## src/rtl/result_buffer_4x_pkg.sv

```systemverilog
// rtl/result_buffer_4x_pkg.sv - shared encodings for the four-bank result buffer
package result_buffer_4x_pkg;

    localparam int NUM_BANKS = 4;

    typedef enum logic [1:0] {
        CMD_NONE  = 2'b00,
        CMD_RECV  = 2'b01,
        CMD_READ  = 2'b10,
        CMD_CLEAR = 2'b11
    } cmd_t;

    typedef enum logic [1:0] {
        ST_IDLE  = 2'b00,
        ST_RECV  = 2'b01,
        ST_READ  = 2'b10,
        ST_CLEAR = 2'b11
    } state_t;

    function automatic state_t cmd_to_state(input logic [1:0] c);
        case (c)
            CMD_RECV:  return ST_RECV;
            CMD_READ:  return ST_READ;
            CMD_CLEAR: return ST_CLEAR;
            default:   return ST_IDLE;
        endcase
    endfunction

endpackage

```

## src/rtl/result_buffer_4x_bank.sv

```systemverilog
// rtl/result_buffer_4x_bank.sv - one MMU_SIZE x MMU_SIZE bank: row write, row clear, registered element read
module result_bank #(
    parameter int VAR_SIZE = 8,
    parameter int MMU_SIZE = 10,
    parameter int IDX_W    = (MMU_SIZE > 1) ? $clog2(MMU_SIZE) : 1
) (
    input  logic                         clk,
    input  logic                         wr_en,
    input  logic                         clr_en,
    input  logic [IDX_W-1:0]             wr_row,
    input  logic [VAR_SIZE*MMU_SIZE-1:0] wr_data,
    input  logic                         rd_en,
    input  logic [IDX_W-1:0]             rd_row,
    input  logic [IDX_W-1:0]             rd_col,
    output logic [VAR_SIZE-1:0]          rd_data
);

    logic [VAR_SIZE-1:0] mem [MMU_SIZE][MMU_SIZE];

    // Storage carries no reset; a clear is an explicit row-by-row operation.
    always_ff @(posedge clk) begin
        if (wr_en || clr_en) begin
            for (int k = 0; k < MMU_SIZE; k++) begin
                mem[wr_row][k] <= clr_en ? '0 : wr_data[VAR_SIZE*k +: VAR_SIZE];
            end
        end
        if (rd_en) begin
            rd_data <= mem[rd_row][rd_col];
        end
    end

endmodule

```

## src/rtl/result_buffer_4x.sv

```systemverilog
// rtl/result_buffer_4x.sv - four-bank MMU result buffer: row-wide receive, serial element readout
module result_buffer_4x
    import result_buffer_4x_pkg::*;
#(
    parameter int VAR_SIZE = 8,
    parameter int MMU_SIZE = 10
) (
    input  logic                                clk,
    input  logic                                rst_n,
    input  logic signed [VAR_SIZE*MMU_SIZE-1:0] C1,
    input  logic [1:0]                          cmd,
    input  logic [4:0]                          buffer,
    input  logic [7:0]                          dim_x_in,
    input  logic [7:0]                          dim_y_in,
    input  logic                                stop,
    output logic signed [VAR_SIZE-1:0]          D,
    output logic                                d_valid,
    output logic [7:0]                          dim_x_out,
    output logic [7:0]                          dim_y_out,
    output logic                                busy
);

    localparam int IDX_W = (MMU_SIZE > 1) ? $clog2(MMU_SIZE) : 1;
    localparam logic [7:0] MAX_DIM = 8'(MMU_SIZE);

    state_t      state;
    logic [1:0]  active;
    logic [1:0]  rd_sel;
    logic [7:0]  row_ptr;
    logic [7:0]  col_ptr;
    logic [7:0]  dim_x_r [NUM_BANKS];
    logic [7:0]  dim_y_r [NUM_BANKS];
    logic [VAR_SIZE-1:0] bank_rd [NUM_BANKS];

    logic [7:0] cur_dx;
    logic [7:0] cur_dy;
    logic       dims_zero;
    logic       wr_en;
    logic       clr_en;
    logic       issue;

    assign cur_dx    = dim_x_r[active];
    assign cur_dy    = dim_y_r[active];
    assign dims_zero = (cur_dx == 8'd0) || (cur_dy == 8'd0);
    assign wr_en     = (state == ST_RECV) && !stop && !dims_zero;
    assign clr_en    = (state == ST_CLEAR);
    assign issue     = (state == ST_READ) && !stop && !dims_zero;
    assign busy      = (state != ST_IDLE);

    // Bank read data is already registered; d_valid gates it so D idles at zero.
    assign D = d_valid ? signed'(bank_rd[rd_sel]) : '0;

    function automatic logic [7:0] clamp_dim(input logic [7:0] d);
        return (d > MAX_DIM) ? MAX_DIM : d;
    endfunction

    for (genvar b = 0; b < NUM_BANKS; b++) begin : g_bank
        result_bank #(
            .VAR_SIZE (VAR_SIZE),
            .MMU_SIZE (MMU_SIZE),
            .IDX_W    (IDX_W)
        ) u_bank (
            .clk     (clk),
            .wr_en   (wr_en && (active == 2'(b))),
            .clr_en  (clr_en && (active == 2'(b))),
            .wr_row  (row_ptr[IDX_W-1:0]),
            .wr_data (C1),
            .rd_en   (issue && (active == 2'(b))),
            .rd_row  (row_ptr[IDX_W-1:0]),
            .rd_col  (col_ptr[IDX_W-1:0]),
            .rd_data (bank_rd[b])
        );
    end

    always_ff @(posedge clk) begin
        if (!rst_n) begin
            state     <= ST_IDLE;
            active    <= 2'd0;
            rd_sel    <= 2'd0;
            row_ptr   <= 8'd0;
            col_ptr   <= 8'd0;
            d_valid   <= 1'b0;
            dim_x_out <= 8'd0;
            dim_y_out <= 8'd0;
            for (int i = 0; i < NUM_BANKS; i++) begin
                dim_x_r[i] <= 8'd0;
                dim_y_r[i] <= 8'd0;
            end
        end else begin
            d_valid <= issue;
            rd_sel  <= active;

            if (buffer <= 5'd3) begin
                dim_x_out <= dim_x_r[buffer[1:0]];
                dim_y_out <= dim_y_r[buffer[1:0]];
            end else begin
                dim_x_out <= 8'd0;
                dim_y_out <= 8'd0;
            end

            case (state)
                ST_IDLE: begin
                    if ((cmd != CMD_NONE) && (buffer <= 5'd3)) begin
                        active  <= buffer[1:0];
                        row_ptr <= 8'd0;
                        col_ptr <= 8'd0;
                        state   <= cmd_to_state(cmd);
                        if (cmd == CMD_RECV) begin
                            dim_x_r[buffer[1:0]] <= clamp_dim(dim_x_in);
                            dim_y_r[buffer[1:0]] <= clamp_dim(dim_y_in);
                        end else if (cmd == CMD_CLEAR) begin
                            dim_x_r[buffer[1:0]] <= 8'd0;
                            dim_y_r[buffer[1:0]] <= 8'd0;
                        end
                    end
                end
                ST_RECV: begin
                    if (dims_zero) begin
                        state <= ST_IDLE;
                    end else if (!stop) begin
                        row_ptr <= row_ptr + 8'd1;
                        if (row_ptr == cur_dx - 8'd1) state <= ST_IDLE;
                    end
                end
                ST_READ: begin
                    if (dims_zero) begin
                        state <= ST_IDLE;
                    end else if (!stop) begin
                        if (col_ptr == cur_dy - 8'd1) begin
                            col_ptr <= 8'd0;
                            if (row_ptr == cur_dx - 8'd1) state <= ST_IDLE;
                            else                          row_ptr <= row_ptr + 8'd1;
                        end else begin
                            col_ptr <= col_ptr + 8'd1;
                        end
                    end
                end
                ST_CLEAR: begin
                    row_ptr <= row_ptr + 8'd1;
                    if (row_ptr == MAX_DIM - 8'd1) state <= ST_IDLE;
                end
                default: state <= ST_IDLE;
            endcase
        end
    end

endmodule

```

## config.mk

```make
export PLATFORM = sky130hd
export DESIGN_NAME = result_buffer_4x
export DESIGN_NICKNAME = d
export VERILOG_FILES = /design/src/rtl/result_buffer_4x_pkg.sv /design/src/rtl/result_buffer_4x_bank.sv /design/src/rtl/result_buffer_4x.sv
export SDC_FILE = /design/constraint.sdc
export NUM_CORES = 2
export LEC_CHECK = 0
export ABC_AREA = 1
export CAP_MARGIN = 10
export CORE_ASPECT_RATIO = 0.9
export CORE_UTILIZATION = 50
export DETAILED_ROUTE_END_ITERATION = 16
export DONT_BUFFER_PORTS = 1
export HOLD_SLACK_MARGIN = 0.05
export PLACE_DENSITY_LB_ADDON = 0.05
export SLEW_MARGIN = 20
export SYNTH_ARGS = -nofsm -noshare
export SYNTH_HDL_FRONTEND = slang
export SYNTH_SLANG_ARGS = --single-unit
export TNS_END_PERCENT = 100
```

## constraint.sdc

```tcl
create_clock -name clk -period 9.5 [get_ports clk]
set_input_delay 1.9 -clock clk [delete_from_list [all_inputs] [get_ports clk]]
set_output_delay 1.9 -clock clk [all_outputs]
set_load 0.1 [all_outputs]
```

## After elaboration in Yosys (flattened, before gate mapping)

Memories as Yosys holds them, arrays and structs flattened. A register that Yosys moved wholly into a read port is not among the register bits.
Cells that the tools add are included.

- Bitwise operators: 4
- Muxes and demuxes: 120
- Reduce and logical (&&, ||, !) cells: 40
- Magnitude comparators: 5
- Add/subtract/negate cells: 4
- Eq/ne operators: 23

Operators by type and width:

| kind | count |
|---|---|
| $mux W8 | 67 |
| $bmux W8 S4 | 4 |
| $mux W4 | 8 |
| $pmux W8 S4 | 1 |
| $mux W2 | 14 |
| $mux W1 | 22 |
| $logic_and A1 B1 Y1 | 17 |
| $add A8 B1 Y8 const B | 2 |
| $bmux W8 S2 | 1 |
| $eq A8 B8 Y1 | 2 |
| $gt A8 B4 Y1 const B | 2 |
| $logic_not A8 Y1 | 2 |
| $pmux W8 S2 | 1 |
| $reduce_or A8 Y1 | 2 |
| $sub A8 B1 Y8 const B | 2 |
| $eq A2 B2 Y1 const B | 6 |
| $ne A2 B2 Y1 const B | 6 |
| $eq A8 B4 Y1 const B | 1 |
| $pmux W2 S4 | 1 |
| $reduce_and A7 Y1 | 1 |
| $eq A2 B1 Y1 const B | 3 |
| $ne A3 B3 Y1 const B | 2 |
| $pmux W2 S3 | 1 |
| $reduce_bool A2 Y1 | 3 |
| other kinds (14) | 25 |

- Word-level logic and storage cells: 212
- Input bits: 106
- Bits in registers: 55
- Output and inout bits: 26
- Memory bits (writable): 3264
- Memories: 6

Memory list:

| memory | depth | bits a word | read ports | clocked after memory_dff | wr ports | RTL line | text |
|---|---|---|---|---|---|---|---|
| g_bank[0].u_bank.mem | 10 | 80 | 1 | 1 | 1 | result_buffer_4x_bank.sv:18 | `logic [VAR_SIZE-1:0] mem [MMU_SIZE][MMU_SIZE];` |
| g_bank[1].u_bank.mem | 10 | 80 | 1 | 1 | 1 | result_buffer_4x_bank.sv:18 |  |
| g_bank[2].u_bank.mem | 10 | 80 | 1 | 1 | 1 | result_buffer_4x_bank.sv:18 |  |
| g_bank[3].u_bank.mem | 10 | 80 | 1 | 1 | 1 | result_buffer_4x_bank.sv:18 |  |
| dim_x_r | 4 | 8 | 2 | 2 | 4 | result_buffer_4x.sv:31 | `logic [7:0] dim_x_r [NUM_BANKS];` |
| dim_y_r | 4 | 8 | 2 | 2 | 4 | result_buffer_4x.sv:32 | `logic [7:0] dim_y_r [NUM_BANKS];` |

## Depth between registers and ports, before layout

- Word-level depth: 10
- Depth in mapped cells: 20
- Mapped depth without buffers: 19

## Hierarchy

A second synthesis with hierarchy kept.

- Cell total of the unflattened synthesis: 12524
- Area, all modules: 139970.5 um2

By module, submodules not included:

| module | cells an instance | times used | area each (um2) | sequential area each (um2) |
|---|---|---|---|---|
| result_bank at g_bank[1].u_bank ... | 2931 | 3 | 33513.4 | 24263.3 |
| result_bank at g_bank[0].u_bank | 2931 | 1 | 33497.1 | 24263.3 |
| result_buffer_4x | 800 | 1 | 5933.2 | 2742.6 |

## Least setup slack after synthesis

OpenSTA, ideal clock, no wires.

- Kind: input -> register
- From: input port stop
- To: memory g_bank[0].u_bank.mem[0][0] in the netlist's numbering, enable pin
- Cell stages on the path: 3
- Buffers on the path: 0
- Path slack: 3.173 ns
- Required time: 8.981 ns
- Setup time: 0.519 ns
- Data arrival time: 5.807 ns
- Cell sequence: o31ai_2 nand2_1 nor2_1

- Longest elaborated chain between the ends: 7

Ends and longest elaborated chain:

| item | RTL line | text |
|---|---|---|
| from (decl) | result_buffer_4x.sv:15 | `input logic stop,` |
| $logic_not A1 Y1 | - |  |
| $logic_and A1 B1 Y1 (2 in a row) | result_buffer_4x.sv:45 | `assign wr_en = (state == ST_RECV) && !stop && !dims_zero;` |
| $logic_and A1 B1 Y1 | result_buffer_4x.sv:64 | `.wr_en (wr_en && (active == 2'(b))),` |
| $logic_or A1 B1 Y1 | result_buffer_4x_bank.sv:22 | `if (wr_en \|\| clr_en) begin` |
| $mux W1 | result_buffer_4x_bank.sv:22 |  |
| $mux W1 | result_buffer_4x_bank.sv:24 | `mem[wr_row][k] <= clr_en ? '0 : wr_data[VAR_SIZE*k +: VAR_SIZE];` |
| to (decl) | result_buffer_4x_bank.sv:18 |  |

Every way passes these cells.

==> impl_metrics.yaml <==
setup_path:
  path_delay_family: "simple AND/OR/NAND/NOR gates"
  slowest_delay_ns: 1.00
  cpMostUsedCell: "nand2_1"
  end_kind: "register"
  rrSetupSlack_ns: 4.35
  crit_path_end: "g_bank[2].u_bank.mem[6][25]"
  path_class: "register to register"
  crit_chain: "buf_4 -> inv_2 -> nand2_1 -> nand3_1 -> nand2_1 -> ha_1 -> nand2_1 -> nor2_1 -> nand4_1 -> nand2_1 -> o31ai_2 -> buf_4 -> nand2_1 -> nor2_4 -> buf_4"
  cp.depth: 15
  worst_r2r_path_depth: 15
  worstPathRequired_ns: 10.01
  cp_max_fo: 34
  worst_path_max_delay_cell: "nor2_4"
  crit_arrival_ns: 5.66
  cp-start-kind: "register"
  crit_buf_inv: 4
  worst_r2r_endpoint: "g_bank[2].u_bank.mem[6][25]"
route:
  route.detailed.drc: 0
  vias: 89500
  drtIter0Drc: 10670
  wl_met2_um: 202100
  viasPerCell: 6.221
  ant_nets: 0
  wl_per_cell_um: 30.48
  wl_met1_um: 177600
  drt_wl_total_um: 438500
  highest_layer: "met5"
  firstDrtPassIters: 6
  dr_wl_met3_um: 42380
layout:
  post-route-util_pct: 55.79
  drive_gt1_share_pct: 6.783
  nFillCells: 21810
  nets: 10620
  regArea_um2: 99900
  multi_input_area_um2: 30310
  fin_area_um2: 149000
  syn2layout_area_growth_pct: 10.96
synth:
  synthTopCellsByCount: "edfxtp_1, nor2_1, o21ai_0"
  synth_cells: 10690
  async_reset_ff_share_pct: 0
  ys.flop_type: "edfxtp_1"
  ys_top_cells_by_area: "edfxtp_1, o21ai_0, nor2_1"
  yosys.area.top_type: "edfxtp_1"
  synth_top_cell_area_share_pct: 73.71
  synth_edf_count: 3296
  ys_seq_area_share_pct: 74.38
  ys_types: 43
  ys_ff_latch: 3341
  avgSynthCellArea_um2: 12.56
  yosysMostFrequentCell: "edfxtp_1"
  netlist_area_um2: 134300
  yosysWarnings: 0
place:
  dpl_cell_area_um2: 138100
  dp_hpwl_um: 238900
  io_buffers: 0
  gp_congestion: 0.8537
floorplan:
  die_x_um: 548.3
  fp.dieH_um: 493.6
  die-area_um2: 270600
  core-area_um2: 267100
  start_util_pct: 50.27
  ios: 132
  num_rows: 180
power_and_ir_drop:
  p_per_area_nw_per_um2: 247.5
  total_power_mw: 36.89
  irDropWorstVdd_mv: 0.1990
  p_switching_mw: 11.17
  pwr-share-clk_pct: 35.6
  p_seq_share_pct: 45.0
  cellLeakagePower_nw: 49.97
  sw_frac_of_total_pct: 30.28
  p_int_mw: 25.72
  pwr-share-comb_pct: 19.5
timing:
  skew_ns: 0.04159
  setup_viol: 0
  worstMarginPinSlew_ns: 1.176
  final_max_slew_viol_count: 0
  fmax_mhz: 194.1
  hold_viol: 0
  finalCriticalPeriod_ns: 5.151
  timing.slew.headroom_pct: 21.60
  fin_tns_setup_ns: 0
  fin_crit_sh_pct: 54.22
  rsz0062_at_grt: "false"
clock_tree:
  cts.sinks: 3341
  clk_latency_ns: 0.90
  numCtsBuffers: 347
  cts_root_buf: "clkbuf_16"
  clk_pin_slew_worst_paths_ns: 0.06
  cts_setup_buffers: 0
  cts_resized: 0
  tritoncts: "built"
  cts_hold_buf: 0
  cts.path.max_buffers: 4
  h-tree-depth: 5
outcome:
  outcome: "finished, final reports clean"
global_routing:
  grt_pass1_vias: 85020
  grt_max_degree: 190
  grt_use_total_pct: 32.04
  antenna_found_initial: 73
  grt_overflow: 0
  grt_pass1_wl_um: 622400
job:
  maxCapViolCount: 0
worst_hold_path:
  hp-class: "register to register"
metrics by stage:
stage	instances	worst slack (ns)	hold WS, ns
CTS	14310	4.393	0.5027
detailed placement	13700	4.427	0.4933
finish	14390	4.349	0.5042
global route	14350	4.072	0.5253
global placement	13700	4.478	0.5008
floorplan	10720	3.173	0.4584
layout make-up:
cell class / count / share of cell area (%)
Sequential cell: 3341 / 67.04
Clock inverter: 169 / 0.9480
Multi-Input combinational cell: 6239 / 20.34
Tap cell: 3549 / 2.980
Timing Repair Buffer: 179 / 1.337
Inverter: 393 / 1.019
Clock buffer: 441 / 6.207
Antenna cell: 75 / 0.1260
worst min path at each step:
stage | start | endpoint | slack (ns) | cells past startpoint
floorplan | col_ptr[6] | col_ptr[6] | 0.46 | 2
global placement | row_ptr[4] | row_ptr[4] | 0.50 | 2
detailed placement | row_ptr[4] | row_ptr[4] | 0.49 | 2
CTS | row_ptr[4] | row_ptr[4] | 0.50 | 2
global route | col_ptr[6] | col_ptr[6] | 0.53 | 2
finish | row_ptr[4] | row_ptr[4] | 0.50 | 2
registers in the layout, indices dropped and copies added, names as in the netlist, named ones only:
| register | count |
|---|---|
| dim_x_out | 8 |
| g_bank.u_bank.mem | 3200 |
| rd_sel | 2 |
| active | 2 |
| g_bank.u_bank.rd_data | 32 |
| dim_x_r | 32 |
| state | 2 |
| row_ptr | 8 |
| dim_y_out | 8 |
| d_valid | 1 |
| col_ptr | 8 |
| dim_y_r | 32 |
logic make-up (layout without fill, tap and decap cells):
logic type,after synthesis,in the layout,synth area share (%)
compound gates,2682,2682,11.61
xor+xnor,13,13,0.09504
buf+inv,1143,1182,3.458
other cells,1,107,0.002793
simple gates,3499,3499,10.34
fa+ha+maj,13,13,0.1211
flops,3341,3341,74.38
worst register-to-register path: stages (launching register included):
cell,delay (ns)
dfxtp_1,0.30
buf_4,0.23
inv_2,0.48
nand2_1,0.11
nand3_1,0.12
nand2_1,0.14
ha_1,0.21
nand2_1,0.06
nor2_1,0.04
nand4_1,0.08
nand2_1,0.16
o31ai_2,0.21
buf_4,0.28
nand2_1,0.58
nor2_4,1.01
buf_4,0.72
metal layers:
layer | up-vias | track usage (%)
met5 | - | 0
met4 | 44 | 12.39
met3 | 731 | 6.767
met2 | 4554 | 49.68
met1 | 45340 | 44.59
li1 | 38830 | -
cells in the final DEF (no fill, tap or decap), types with 56 or more instances in the layout:
cell type,n
inv_1,377
nand2_1,1039
nor2_1,1922
clkinv_2,63
buf_4,128
diode_2,75
o21ai_0,1783
a21oi_1,56
clkbuf_1,84
clkbuf_16,357
clkinv_1,71
o22ai_1,313
o221ai_1,342
o211ai_1,113
nand3_1,408
edfxtp_1,3296
power by group through the flow:
stage / Sequential [mW] / Combinational (mW) / Clock (mW)
floorplan: 16.8 / 4.54 / 0
global placement: 16.9 / 7.00 / 0
detailed placement: 16.9 / 7.08 / 0
CTS: 16.6 / 7.09 / 13.2
global route: 16.6 / 7.75 / 13.7
finish: 16.6 / 7.18 / 13.1
Note: power is estimated with default switching activity, not from simulation.
